[src/rtl/fm_sb_capture.sv]
// Spy-buffer write front end: circular capture into SB_MEM with trigger/post-count/freeze, plus sequential playback.
// Optional trigger timestamp counter enabled by defining FM_SB_CAPTURE_TS_EN.
module fm_sb_capture #(
  parameter int DW     = 256,
  parameter int ADDR_W = 10
) (
  input  logic              clk,
  input  logic              rst_n,
  input  logic [DW-1:0]     fm_data_i,
  input  logic              fm_vld_i,
  input  logic [1:0]        pb_mode_i,
  input  logic              freeze_req_i,
  input  logic              trig_i,
  input  logic              rearm_i,
  input  logic [ADDR_W-1:0] post_trig_len_i,
  input  logic [ADDR_W-1:0] pb_len_i,
  output logic              mem_we_o,
  output logic [ADDR_W-1:0] mem_waddr_o,
  output logic [DW-1:0]     mem_wdata_o,
  output logic              mem_re_o,
  output logic [ADDR_W-1:0] mem_raddr_o,
  input  logic [DW-1:0]     mem_rdata_i,
  output logic [DW-1:0]     pb_data_o,
  output logic              pb_vld_o,
  output logic [ADDR_W-1:0] wr_ptr_o,
  output logic              wrapped_o,
  output logic              trig_seen_o,
  output logic [ADDR_W-1:0] trig_addr_o,
  output logic              frozen_o,
  output logic [31:0]       trig_ts_o
);

  typedef enum logic [2:0] {IDLE, RUN, POST, FROZEN, PLAY} state_t;

  localparam logic [ADDR_W-1:0] ONE = 1;

  state_t            state;
  logic [ADDR_W-1:0] wr_ptr;
  logic              wrapped;
  logic              trig_seen;
  logic [ADDR_W-1:0] trig_addr;
  logic [ADDR_W-1:0] post_cnt;
  logic              mem_we_r;
  logic [ADDR_W-1:0] mem_waddr_r;
  logic [DW-1:0]     mem_wdata_r;
  logic              mem_re_r;
  logic [ADDR_W-1:0] mem_raddr_r;
  logic [ADDR_W-1:0] rd_cnt;
  logic              re_d1;
  logic [DW-1:0]     pb_data_r;
  logic              pb_vld_r;
  logic              wr_fire;
  logic [ADDR_W-1:0] pb_last;

  // pb_len_i = 0 underflows to all-ones, which gives the full-depth loop for free.
  assign pb_last = pb_len_i - ONE;

  // Trigger beats a RUN-exit request, so the trigger word is still written.
  assign wr_fire = !rearm_i && !freeze_req_i && fm_vld_i &&
                   (((state == RUN) && (trig_i || (pb_mode_i == 2'b00))) ||
                    ((state == POST) && (post_cnt != '0)));

  always_ff @(posedge clk or negedge rst_n) begin
    if (!rst_n) begin
      state       <= IDLE;
      wr_ptr      <= '0;
      wrapped     <= 1'b0;
      trig_seen   <= 1'b0;
      trig_addr   <= '0;
      post_cnt    <= '0;
      mem_we_r    <= 1'b0;
      mem_waddr_r <= '0;
      mem_wdata_r <= '0;
      mem_re_r    <= 1'b0;
      mem_raddr_r <= '0;
      rd_cnt      <= '0;
      re_d1       <= 1'b0;
      pb_data_r   <= '0;
      pb_vld_r    <= 1'b0;
    end else begin
      mem_we_r <= 1'b0;
      if (rearm_i) begin
        state     <= IDLE;
        wr_ptr    <= '0;
        wrapped   <= 1'b0;
        trig_seen <= 1'b0;
        trig_addr <= '0;
        post_cnt  <= '0;
        mem_re_r  <= 1'b0;
        re_d1     <= 1'b0;
        pb_vld_r  <= 1'b0;
      end else begin
        re_d1    <= mem_re_r;
        pb_vld_r <= re_d1;
        if (re_d1) pb_data_r <= mem_rdata_i;
        mem_re_r <= 1'b0;

        if (wr_fire) begin
          mem_we_r    <= 1'b1;
          mem_waddr_r <= wr_ptr;
          mem_wdata_r <= fm_data_i;
          wr_ptr      <= wr_ptr + ONE;
          if (&wr_ptr) wrapped <= 1'b1;
        end

        case (state)
          IDLE: begin
            if (pb_mode_i == 2'b01) begin
              state  <= PLAY;
              rd_cnt <= '0;
            end else if (pb_mode_i == 2'b00 && !freeze_req_i) begin
              state <= RUN;
            end
          end
          RUN: begin
            if (freeze_req_i) begin
              state <= FROZEN;
            end else if (trig_i) begin
              state     <= POST;
              trig_seen <= 1'b1;
              trig_addr <= wr_ptr;
              post_cnt  <= post_trig_len_i;
            end else if (pb_mode_i != 2'b00) begin
              state <= IDLE;
            end
          end
          POST: begin
            if (freeze_req_i || post_cnt == '0) begin
              state <= FROZEN;
            end else if (fm_vld_i) begin
              post_cnt <= post_cnt - ONE;
              if (post_cnt == ONE) state <= FROZEN;
            end
          end
          FROZEN: begin
            if (pb_mode_i == 2'b01) begin
              state  <= PLAY;
              rd_cnt <= '0;
            end
          end
          PLAY: begin
            if (pb_mode_i == 2'b01) begin
              mem_re_r    <= 1'b1;
              mem_raddr_r <= rd_cnt;
              rd_cnt      <= (rd_cnt == pb_last) ? '0 : rd_cnt + ONE;
            end else if (!mem_re_r && !re_d1) begin
              state <= trig_seen ? FROZEN : IDLE;
            end
          end
          default: state <= IDLE;
        endcase
      end
    end
  end

`ifdef FM_SB_CAPTURE_TS_EN
  logic [31:0] ts_cnt;
  logic [31:0] trig_ts_r;

  always_ff @(posedge clk or negedge rst_n) begin
    if (!rst_n) begin
      ts_cnt    <= '0;
      trig_ts_r <= '0;
    end else begin
      ts_cnt <= ts_cnt + 32'd1;
      if (rearm_i)
        trig_ts_r <= '0;
      else if (state == RUN && !freeze_req_i && trig_i)
        trig_ts_r <= ts_cnt;
    end
  end

  assign trig_ts_o = trig_ts_r;
`else
  assign trig_ts_o = '0;
`endif

  assign mem_we_o    = mem_we_r;
  assign mem_waddr_o = mem_waddr_r;
  assign mem_wdata_o = mem_wdata_r;
  assign mem_re_o    = mem_re_r;
  assign mem_raddr_o = mem_raddr_r;
  assign pb_data_o   = pb_data_r;
  assign pb_vld_o    = pb_vld_r;
  assign wr_ptr_o    = wr_ptr;
  assign wrapped_o   = wrapped;
  assign trig_seen_o = trig_seen;
  assign trig_addr_o = trig_addr;
  assign frozen_o    = (state == FROZEN);

endmodule

[config.mk]
export PLATFORM = sky130hd
export DESIGN_NAME = fm_sb_capture
export DESIGN_NICKNAME = d
export VERILOG_FILES = /design/src/rtl/fm_sb_capture.sv
export SDC_FILE = /design/constraint.sdc
export NUM_CORES = 1
export LEC_CHECK = 0
export CORE_AREA = 4 4 436 438
export DETAILED_ROUTE_END_ITERATION = 8
export DIE_AREA = 0 0 440 442
export GPL_TIMING_DRIVEN = 0
export SLEW_MARGIN = 5
export SYNTH_ARGS = -nofsm -noshare
export SYNTH_HDL_FRONTEND = slang
export SYNTH_SLANG_ARGS = --single-unit
[constraint.sdc]
create_clock -name clk -period 2.7 [get_ports clk]
set_input_delay 0.54 -clock clk [delete_from_list [all_inputs] [get_ports clk]]
set_output_delay 0.54 -clock clk [all_outputs]
set_load 0.01 [all_outputs]
# Word-level counts from Yosys, hierarchy flattened
# Index checks and enable logic that the tools add are counted.
word_totals:
  word_cells: 120
  out_inout_bits: 590
  register_bits: 581
  in_bits: 540
op_classes:
  muxes: 44
  n_addsub: 4
  n_bitwise: 1
  n_eq_ne: 21
  reduce_logical: 35
ops:
  columns: ["operator", "n"]
  rows:
  - ["$mux W10", 14]
  - ["$pmux W10 S2", 2]
  - ["$mux W3", 12]
  - ["$add A10 B1 Y10 const B", 2]
  - ["$sub A10 B1 Y10 const B", 2]
  - ["$ne A3 B3 Y1 const B", 6]
  - ["$pmux W3 S5", 1]
  - ["$mux W1", 14]
  - ["$reduce_bool A2 Y1", 6]
  - ["$eq A10 B1 Y1 const B", 1]
  - ["$eq A10 B10 Y1", 1]
  - ["$logic_not A10 Y1", 1]
  - ["$reduce_and A10 Y1", 1]
  - ["$reduce_bool A10 Y1", 1]
  - ["$logic_and A1 B1 Y1", 7]
  - ["$reduce_and A7 Y1", 1]
  - ["$eq A3 B2 Y1 const B", 2]
  - ["$reduce_and A2 Y1", 3]
  - ["$reduce_and A3 Y1", 2]
  - ["$ne A5 B4 Y1 const B", 1]
  - ["$reduce_and A5 Y1", 1]
  - ["$logic_not A1 Y1", 4]
  - ["$ne A2 B1 Y1 const B", 2]
  - ["$ne A4 B2 Y1 const B", 1]
  - ["other kinds (15)", 17]

# Logic depth before layout (Yosys ltp)
# Gate-level depths: netlist of run 1.
depth:
  depth_word: 7
  depth_mapped: 11
  depth_no_buf: 9

# Worst setup path before layout of run 1
# No wires, ideal clock.
synth_path:
  kind: "in2reg"
  startpoint: "input port pb_len_i[0]"
  endpoint: "register rd_cnt[4]"
  required_time_ns: 2.582
  setup_time_ns: 0.118
  t_arrival_ns: 2.848
  path_slack_ns: -0.266
  n_path_buf: 1
  path_stages: 9
  path_cell_list: "inv_1 -> ha_1 -> or4b_1 -> or4_4 -> o311a_4 -> o41ai_4 -> buf_6 -> o21bai_1 -> a21o_1"
synth_via:
  elab_chain_len: 5
synth_lines:
  columns: ["item", "line", "source"]
  rows:
  - ["from (decl)", "16", "input logic [ADDR_W-1:0] pb_len_i,"]
  - ["$sub A10 B1 Y10", "56", "assign pb_last = pb_len_i - ONE;"]
  - ["$eq A10 B10 Y1", "145", "rd_cnt <= (rd_cnt == pb_last) ? '0 : rd_cnt + ONE;"]
  - ["$mux W10", "145", null]
  - ["$mux W10", "142", "if (pb_mode_i == 2'b01) begin"]
  - ["$pmux W10 S2", "106", "case (state)"]
  - ["to (signal assigned)", "145", null]
  - ["to (decl)", "48", "logic [ADDR_W-1:0] rd_cnt;"]
# No other way between the ends. The select of a mux whose other input is x is not followed.
# A chain may end at the register's enable or synchronous reset.

# Worst setup path after layout of run 1
layout_path:
  startpoint: "input port pb_len_i[1]"
  endpoint: "register rd_cnt[9]"
# The elaborated chain is that of the path after synthesis.

==> results.md, run 1 <==
- Post-synth ARST share: 100%
- CP max stage cell: or4b_4
- CTS clk-pin slew, worst paths: 0.06 ns
- Clk sinks: 581
- Slew of the pin with the lowest slew margin: 1.15 ns
- CTS tree: built
- Via count: 20200
- WP data arrival: 3.25 ns
- Routing usage on met3: 7.42%
- Place WS: -2.10 ns
- CP max FO: 5
- Initial DRT Pass Iterations: 6
- Comb pwr share: 31.4%
- Final worst slack: 0.0284 ns
- CTS Buf Count: 75
- Post-Place Cells: 5715
- Max_slew headroom: 23.5%
- First-pass GRT wire length: 191 mm
- Final cell count without fillers: 5867
- Worst vdd ir: 0.561 mV
- Gp weighted congestion: 0.940
- Crit-path cells: dlygate4sd2_1 -> inv_6 -> ha_4 -> or4b_4 -> or4_4 -> o311a_4 -> o41ai_4 -> buf_4 -> nor3_1 -> a211o_1
- Layout Skew: 0.0203 ns
- Reg power frac: 37.1%
- Detailed Route WL: 145 mm
- IO Count: 1130
- Post-layout net count: 3843
- Busiest layer in global routing: met2
- Die height: 442 um
- HPWL after DPL: 123 mm
- Most frequent cells in the layout: clkdlybuf4s50_1 (1087), nand2_1 (852), dfrtp_1 (574), mux2_2 (257), clkbuf_16 (76)
- Initial DRC Count: 1378
- Req. time, crit path: 3.28 ns
- Period Utilization, post-route: 98.9%
- Port-buffer cells: 1097
- Final-layout fill cell count: 20400
- Via density: 3.44
- Post-synth EDFFs: 0
- Crit path launch type: input port
- Fin crit period: 2.67 ns
- Commonest non-fill, non-tap cell in the layout: clkdlybuf4s50_1
- Yosys warning total: 0
- Vias in the first global route: 21000
- Die Area: 194000 sq um
- Setup crit end kind: register
- Power per cell area: 819 nW/um^2
- Area growth from synthesis to layout: 75.6%
- CP Class: input port to register
- Final count of hold timing violations: 0
- ANT nets after route: 0
- Status: completed
- Number of max-cap violations: 0
- Flops & latches, synth: 581
- # setup viols final: 0
- Global routing usage on met1: 16.5%
- Synth unique cells: 51
- Post-synthesis cell count: 2086
- Layout cells sized above 1: 15.5%
- Synthesized area per cell: 11.0 sq um
- Pleak: 0.0182 uW
- Wire length per cell: 24.7 um
- Highest clock rate: 374 MHz
- Initial antenna violation count: 61
- Crit-path max cell delay: 0.46 ns
- Post-synthesis sequential area ratio: 63.6%
- Clock Tree Buf Depth: 3
- Worst hold margin: 0.315 ns
- Die X: 440 um
- H-Tree Depth: 3
- GR Layer Usage met2: 23.8%
- CTS root buffer: clkbuf_16
- Sw Share: 32.9%
- Initial Utilization: 12.2%
- Sw power: 10800 uW
- Slew Limit Fails: 0
- DRC: 0
- Largest net degree at the start of global routing: 109
- Row cnt: 159
- Total gr overflow: 0
- Core box area: 187000 sq um
- Clock Latency Late Sink: 0.70 ns
- TNS Setup: 0 ns
- Ys flop type: dfrtp_1
- Clock network fraction of design power: 31.5%
- GRT Overall Usage: 14.5%
- Post-Syn Area: 22900 sq um
- Power Internal: 22000 uW
- Hold Path Class: input port to asynchronous set/reset pin
## layer usage
| metal | vias up | share of wire (%) |
|---|---|---|
| li1 | 9128 | - |
| met1 | 10100 | 38 |
| met2 | 812 | 48 |
| met3 | 169 | 12 |
| met4 | 2 | 2.4 |
| met5 | - | 0.0083 |
## timing repair
| item | in CTS | in global routing |
|---|---|---|
| resized for setup | 96 | 67 |
| pin swaps | 1 | 0 |
| gates cloned | 0 | 0 |
| hold endpoints to repair | 35 | 0 |
| hold buffers | 1 | 0 |
| setup buffers | 2 | 0 |
| endpoints found under the setup margin | 431 | 291 |
## registers in the layout, indices dropped and copies added, names as in the netlist
register and cells:
trig_addr_o 10, mem_re_o 1, pb_data_o 256, mem_waddr_o 10, rd_cnt 10, mem_we_o 1
wr_ptr_o 10, mem_raddr_o 10, trig_seen_o 1, state 3, post_cnt 10, mem_wdata_o 256
wrapped_o 1, re_d1 1, pb_vld_o 1
## power by group through the flow
stage / Clock, uW / Sequential (uW) / Combinational [uW]
after CTS: 10800 / 12200 / 10600
after global placement: 0 / 12300 / 10400
final: 10300 / 12200 / 10300
after global routing: 11100 / 12500 / 11200
after floorplan: 0 / 13000 / 2260
after detailed placement: 0 / 12300 / 10500
## Yosys cell counts, types with 4 or more instances
master | number | area (sq um)
a21o_1 | 5 | 37.5
a21oi_1 | 26 | 130
a31oi_1 | 4 | 25.0
and3_1 | 5 | 31.3
buf_1 | 4 | 15.0
buf_4 | 32 | 240
clkbuf_1 | 99 | 372
dfrtp_1 | 581 | 14500
ha_1 | 6 | 75.1
inv_1 | 12 | 45.0
mux2_2 | 257 | 2890
mux2i_1 | 9 | 90.1
nand2_1 | 855 | 3210
nand2b_1 | 5 | 31.3
nand3_1 | 12 | 60.1
nand4_1 | 8 | 50.1
nor2_1 | 49 | 184
nor2b_1 | 4 | 25.0
nor3_1 | 15 | 75.1
nor4_1 | 6 | 37.5
o21ai_0 | 23 | 115
o21bai_1 | 4 | 30.0
or3_1 | 4 | 25.0
xnor2_1 | 10 | 87.6
xor2_1 | 11 | 96.3
## metrics by stage
step	cell area [sq um]	util [%]	total power [uW]
6_report	40100	21.5	32900
5_1_grt	40100	21.5	34700
4_1_cts	40000	21.5	33500
3_5_place_dp	37300	20.0	22800
3_3_place_gp	37100	19.9	22700
2_1_floorplan	23000	-	15300
## critical path, delay by kind of cell
| family | cells | cell delay [ns] |
|---|---|---|
| AOI/OAI and AO/OA | 3 | 1.03 |
| buffers and inverters | 3 | 0.58 |
| and+or+nand+nor | 3 | 0.94 |
| adders and majority gates | 1 | 0.14 |
## path summary, 6_finish.rpt
check | from | to | slack [ns] | cells past startpoint
setup / recovery | pb_len_i[1] | rd_cnt[9]$_DFFE_PN0P_ | 0.03 | 10
hold / removal | rst_n | post_cnt[0]$_DFFE_PN0P_ | 0.31 | 2
setup reg to reg | state[0]$_DFFE_PN0P_ | mem_wdata_o[188]$_DFFE_PN0P_ | 0.12 | 9
hold reg to reg | mem_wdata_o[183]$_DFFE_PN0P_ | mem_wdata_o[183]$_DFFE_PN0P_ | 0.47 | 2
max in group asynchronous | rst_n | mem_wdata_o[50]$_DFFE_PN0P_ | 0.48 | 5
min in group clk | fm_data_i[236] | mem_wdata_o[236]$_DFFE_PN0P_ | 0.37 | 3
## logic make-up (layout without fill, tap and decap cells)
logic type               after synthesis  count (layout)  synth area share, %
AND/OR/NAND/NOR                      981             981                 16.9
flip-flops                           581             581                 63.6
multiplexers                         266             266                 13.1
buffers and inverters                152            1393                 3.07
AO/OA/AOI/OAI                         78              78                 2.20
XOR/XNOR                              21              21                0.805
adder cells (fa/ha/maj)                6               6                0.328
other                                  1              46               0.0164
## final cells by class
type	instances	area [sq um]	area share, %
antenna	14	35.0	0.0873
buffer	136	860	2.14
clock buffer	103	2150	5.36
clock inverter	35	385	0.960
inverter	13	68.8	0.171
multi-input combinational	1384	7780	19.4
sequential	581	14500	36.2
tap	2495	3120	7.78
timing repair buffer	1106	11200	27.9
No activity file was read; power rests on OpenSTA's default activity.
==> run 2: changes to the inputs <==
Settings changed: SKIP_LAST_GASP from default to 1.
==> results.md, run 2 (synthesis gave the netlist of run 1 again) <==
- Hold Path Class: input port to asynchronous set/reset pin
- Worst hold margin: 0.314 ns (-0.00116 ns)
- Via count: 20200 (+0.11%)
- Buffers & Inverters on Critical Path: 3 (unchanged)
- Clock network fraction of design power: 31.5% (about the same)
- Number of max-cap violations: 0 (unchanged)
- Clk sinks: 581 (unchanged)
- Die height: 442 um (unchanged)
- Reg2Reg Depth: 9 (unchanged)
- Fin crit period: 2.67 ns (-0.00383 ns)
- Req. time, crit path: 3.28 ns (about the same)
- Initial DRT Pass Iterations: 8 (+2)
- CTS tree: built
- R2R Path End: mem_wdata_o[188]$_DFFE_PN0P_
- Sw power: 10800 uW (about the same)
- Wire length per cell: 24.7 um (about the same)
- Clock Latency Late Sink: 0.70 ns (about the same)
- Sw Share: 32.9% (about the same)
- Layout Skew: 0.0201 ns (-0.000168 ns)
- GR Layer Usage met2: 23.8% (unchanged)
- Seq. cell area: 14500 sq um (about the same)
- Die Area: 194000 sq um (unchanged)
- Initial Utilization: 12.2% (unchanged)
- IO Count: 1130 (unchanged)
- Register-to-register setup slack: 0.11 ns (about the same)
- Crit-path max cell delay: 0.46 ns (about the same)
- Crit-path cells: dlygate4sd2_1 -> inv_6 -> ha_4 -> or4b_4 -> or4_4 -> o311a_4 -> o41ai_4 -> buf_4 -> nor3_1 -> a211o_1
- Total gr overflow: 0 (unchanged)
- WP data arrival: 3.25 ns (about the same)
- Period Utilization, post-route: 98.8% (-0.14 points)
- CP Class: input port to register
- # setup viols final: 0 (unchanged)
- First-pass GRT wire length: 191 mm (unchanged)
- HPWL after DPL: 123 mm (unchanged)
- Busiest layer in global routing: met2
- Place WS: -2.10 ns (unchanged)
- Largest net degree at the start of global routing: 109 (unchanged)
- Worst r2r src: state[2]$_DFFE_PN0P_
- Final worst slack: 0.0323 ns (+0.00383 ns)
- Max_slew headroom: 26.0% (+2.5 points)
- Slew Limit Fails: 0 (unchanged)
- Vias in the first global route: 21000 (unchanged)
- Post-layout net count: 3843 (unchanged)
- Delay-heaviest family, CP: compound AO/OA/AOI/OAI gates
- DRC: 0 (unchanged)
- Commonest non-fill, non-tap cell in the layout: clkdlybuf4s50_1
- Unrepaired setup endpoints after global routing: yes
- CTS Buf Count: 75 (unchanged)
- H-Tree Depth: 3 (unchanged)
- Initial antenna violation count: 61 (unchanged)
- Multi-input logic area: 7780 sq um (unchanged)
- ANT nets after route: 0 (unchanged)
- GRT Overall Usage: 14.5% (unchanged)
- Fin area: 40100 sq um (about the same)
- Status: completed
- Clock Tree Buf Depth: 3 (unchanged)
- Final count of hold timing violations: 0 (unchanged)
- Final-layout fill cell count: 20400 (-0.0049%)
- Gp weighted congestion: 0.940 (unchanged)
- CP max stage cell: or4b_4
- Pleak: 0.0182 uW (about the same)
- Global routing usage on met1: 16.5% (unchanged)
- Placed Area: 37300 sq um (unchanged)
- Crit path launch type: input port
- Detailed Route WL: 145 mm (about the same)
- CP Depth: 10 (unchanged)
- Setup crit end kind: register
- CTS root buffer: clkbuf_16
- Reg power frac: 37.1% (about the same)
- Die X: 440 um (unchanged)
- Row cnt: 159 (unchanged)
- Layout cells sized above 1: 15.6% (+0.030 points)
- Power per cell area: 819 nW/um^2 (about the same)
- Most frequent cells in the layout: clkdlybuf4s50_1 (1087), nand2_1 (852), dfrtp_1 (575), mux2_2 (257), clkbuf_16 (75)
- Area growth from synthesis to layout: 75.5% (about the same)
- Port-buffer cells: 1097 (unchanged)
- Slew of the pin with the lowest slew margin: 1.11 ns (-0.0379 ns)
- CTS clk-pin slew, worst paths: 0.06 ns (about the same)
- Routing usage on met3: 7.42% (unchanged)
- Core box area: 187000 sq um (unchanged)
- Initial DRC Count: 1309 (-5.0%)
- Via density: 3.44 (about the same)
- Worst vdd ir: 0.560 mV (-0.14%)
- Crit path from: pb_len_i[1]
- Fin util: 21.5% (about the same)
- CP max FO: 5 (unchanged)
- Comb pwr share: 31.4% (about the same)
- Highest clock rate: 375 MHz (+0.14%)
- CP Capture Point: rd_cnt[9]$_DFFE_PN0P_
- Power Internal: 22000 uW (about the same)
-- run 2: cell count changes in the layout (fill, tap and decap cells not counted), sizes merged --
cell	previous run	this run
buf	60	66
clkbuf	189	183
clkinv	22	23
diode	14	15
inv	20	19
-- run 2: worst min-delay path by stage --
stage                              endpoint  slack [ns]  depth (start not counted)
3_5_place_dp        post_cnt[0]$_DFFE_PN0P_        0.44                          1
4_1_cts             post_cnt[0]$_DFFE_PN0P_        0.21                          2
5_1_grt             post_cnt[0]$_DFFE_PN0P_        0.27                          2
3_3_place_gp   mem_wdata_o[136]$_DFFE_PN0P_        0.46                          2
6_report            post_cnt[0]$_DFFE_PN0P_        0.31                          2
2_1_floorplan    mem_raddr_o[0]$_DFFE_PN0P_        0.24                          0
-- run 2: metal layers --
metal	routed length, um	share of wire, %
met2	68700	48
met3	17500	12
met5	12	0.0083
met1	54900	38
met4	3510	2.4
-- run 2: per-stage QoR --
step | power, uW | std cells | TNS [ns]
final | 32900 | 5868 | 0
after global routing | 34700 | 5859 | -0.160
after CTS | 33500 | 5853 | -0.285
after detailed placement | 22800 | 5715 | -591.23
after global placement | 22700 | 5709 | -
after floorplan | 15300 | 2117 | -0.648
-- run 2: timing repair --
item / CTS / global route
setup endpoints to repair: 431 / 295
endpoints found under the hold margin: 35 / 0
setup buffers: 2 / 0
gates cloned: 0 / 0
pin swaps: 1 / 0
gates resized for setup: 94 / 78
hold buffers: 1 / 0
-- run 2: layout make-up --
class	count	share of cell area [%]
antenna	15	0.0936
buffer	136	2.11
clock buffer	103	5.36
clock inverter	35	0.960
inverter	13	0.168
multi-input combinational	1384	19.4
sequential	581	36.3
tap	2495	7.78
timing repair buffer	1106	27.9
-- run 2: worst register-to-register path: cells and delay by family (launching register included) --
kind	cells	cell delay (ns)
AO/OA/AOI/OAI	2	0.72
AND/OR/NAND/NOR	4	0.68
flip-flops	1	0.48
buffers and inverters	3	0.63
-- run 2: power groups by stage --
stage | Clock [uW] | Combinational, uW | Sequential, uW
2_1_floorplan | 0 | 2260 | 13000
3_3_place_gp | 0 | 10400 | 12300
3_5_place_dp | 0 | 10500 | 12300
4_1_cts | 10800 | 10600 | 12200
5_1_grt | 11100 | 11200 | 12500
6_report | 10400 | 10300 | 12200
==> run 3: changes to the inputs <==
Settings changed: CORE_AREA 4 4 436 438 to 4 4 432 434, DIE_AREA 0 0 440 442 to 0 0 436 438.
==> results.md, run 3 (synthesis gave the netlist of run 1 again) <==
- TNS Setup: 0 ns (unchanged)
- Max_slew headroom: 33.9% (+7.9 points)
- Detailed Route WL: 132 mm (-8.8%)
- Fin area: 40000 sq um (-0.25%)
- Status: completed
- Placed Area: 37100 sq um (-0.38%)
- Slew of the pin with the lowest slew margin: 0.991 ns (-0.119 ns)
- Number of max-cap violations: 0 (unchanged)
- CP Class: register to register
- Hold Path Class: input port to register
- HPWL after DPL: 109 mm (-11%)
- Most frequent cells in the layout: clkdlybuf4s50_1 (1088), nand2_1 (850), dfrtp_1 (575), mux2_2 (257), clkbuf_16 (76)
- Crit path launch type: register
- Worst vdd ir: 0.504 mV (-10%)
- CTS Buf Count: 74 (-1.3%)
- Initial DRC Count: 1049 (-20%)
- # setup viols final: 0 (unchanged)
- Final count of hold timing violations: 0 (unchanged)
- IO Count: 1130 (unchanged)
- Fin crit period: 2.64 ns (-0.0256 ns)
- WP data arrival: 3.24 ns (about the same)
- CTS root buffer: clkbuf_16
- Clock Latency Late Sink: 0.69 ns (about the same)
- Die Area: 191000 sq um (-1.8%)
- Fin util: 21.9% (+0.41 points)
- Post-layout net count: 3841 (-0.052%)
- Pleak: 0.0182 uW (-0.34%)
- Die height: 438 um (-0.90%)
- DRC: 0 (unchanged)
- Row cnt: 157 (-1.3%)
- Initial antenna violation count: 31 (-49%)
- CTS clk-pin slew, worst paths: 0.06 ns (about the same)
- Die X: 436 um (-0.91%)
- Power per cell area: 821 nW/um^2 (+0.20%)
- Req. time, crit path: 3.30 ns (+0.02 ns)
- Unrepaired setup endpoints after global routing: yes
- Total gr overflow: 0 (unchanged)
- H-Tree Depth: 3 (unchanged)
- Commonest non-fill, non-tap cell in the layout: clkdlybuf4s50_1
- Pwr Total: 32800 uW (about the same)
- Layout cells sized above 1: 14.9% (-0.69 points)
- Wire length per cell: 22.9 um (-7.1%)
- Highest clock rate: 378 MHz (+0.97%)
- Slew Limit Fails: 0 (unchanged)
- Initial DRT Pass Iterations: 7 (-1)
- Largest net degree at the start of global routing: 107 (-1.8%)
- Register-to-register setup slack: 0.06 ns (-0.05 ns)
- Via count: 19900 (-1.4%)
- Setup crit end kind: register
- First-pass GRT wire length: 176 mm (-8.1%)
- Period Utilization, post-route: 97.9% (-0.95 points)
- Clk sinks: 581 (unchanged)
- CP max FO: 10 (+5)
- Via density: 3.46 (+0.46%)
- ANT nets after route: 0 (unchanged)
- Port-buffer cells: 1097 (unchanged)
- CTS tree: built
- Final-layout fill cell count: 19800 (-2.8%)
- Layout Skew: 0.0293 ns (+0.00920 ns)
- Initial Utilization: 12.5% (+0.26 points)
- GRT Overall Usage: 13.3% (-1.2 points)
- Gp weighted congestion: 0.933 (-0.80%)
- Clock Tree Buf Depth: 3 (unchanged)
- Area growth from synthesis to layout: 75.1%
- Core box area: 183000 sq um (-2.1%)
- Vias in the first global route: 20800 (-0.63%)
run 3: cell types whose count changed in the layout (fill, tap and decap cells not counted), sizes merged:
cell	before	now
bufinv	2	7
buf	66	53
diode	15	20
dlygate4sd2	2	4
clkdlybuf4s50	1087	1088
clkbuf	183	198
inv	19	17
clkinv	23	12
clkinvlp	4	3
dlymetal6s2s	5	3
run 3: per-stage QoR:
step / setup WS [ns] / std cells / hold slack [ns]
3_3_place_gp: -27.26 / 5599 / 0.458
3_5_place_dp: -2.49 / 5605 / 0.461
5_1_grt: -0.0126 / 5748 / 0.329
4_1_cts: -0.167 / 5737 / 0.299
2_1_floorplan: -0.134 / 2117 / 0.244
6_report: 0.0579 / 5757 / 0.385
run 3: repair_timing:
action / CTS / global route
pin swaps: 1 / 1
hold buffers: 1 / 0
setup endpoints to repair: 490 / 274
setup buffers: 1 / 0
hold endpoints to repair: 59 / 0
gates resized for setup: 110 / 21
run 3: path summary, 6_finish.rpt:
path | end | startpoint | cells after the start
worst min register to register | mem_wdata_o[174]$_DFFE_PN0P_ | mem_wdata_o[174]$_DFFE_PN0P_ | 2
max in group asynchronous | pb_data_o[236]$_DFFE_PN0P_ | rst_n | 5
worst max register to register | mem_wdata_o[196]$_DFFE_PN0P_ | state[0]$_DFFE_PN0P_ | 9
worst min-delay path | mem_wdata_o[235]$_DFFE_PN0P_ | fm_data_i[235] | 3
worst max-delay path | mem_wdata_o[196]$_DFFE_PN0P_ | state[0]$_DFFE_PN0P_ | 9
min in group asynchronous | pb_data_o[27]$_DFFE_PN0P_ | rst_n | 2
run 3: cell type report:
class                   instances  area (sq um)  area share [%]
multi-input cells            1384          7790            19.5
flip-flops and latches        581         14500            36.3
inverters                      13          70.1           0.175
clock buffers                 107          2170            5.41
clock inverters                26           383           0.957
plain buffers                 136           870            2.17
repair buffers               1105         11200            27.9
diodes                         20          50.0           0.125
well taps                    2385          2980            7.46
run 3: per-layer routing:
| metal | vias to the layer above | global-route usage, % | share of wire, % |
|---|---|---|---|
| met5 | - | 0 | 0.047 |
| met4 | 10 | 6.01 | 4.5 |
| met3 | 173 | 6.38 | 10 |
| met2 | 715 | 22.0 | 49 |
| met1 | 9886 | 14.4 | 37 |
| li1 | 9135 | - | - |
run 3: power by group:
group	leakage (uW)	internal, uW	switching (uW)
combinational	0.00916	5350	4790
clock	0.00125	6290	4280
sequential	0.00776	10800	1320
run 3: critical path, stage by stage (launching register included):
cell        delay (ns)
dfrtp_2           0.47
nor2_4            0.19
nand2_2           0.18
a41o_1            0.30
a211o_4           0.44
clkinvlp_4        0.19
buf_4             0.23
buf_4             0.24
nand2_1           0.20
nand2_1           0.10
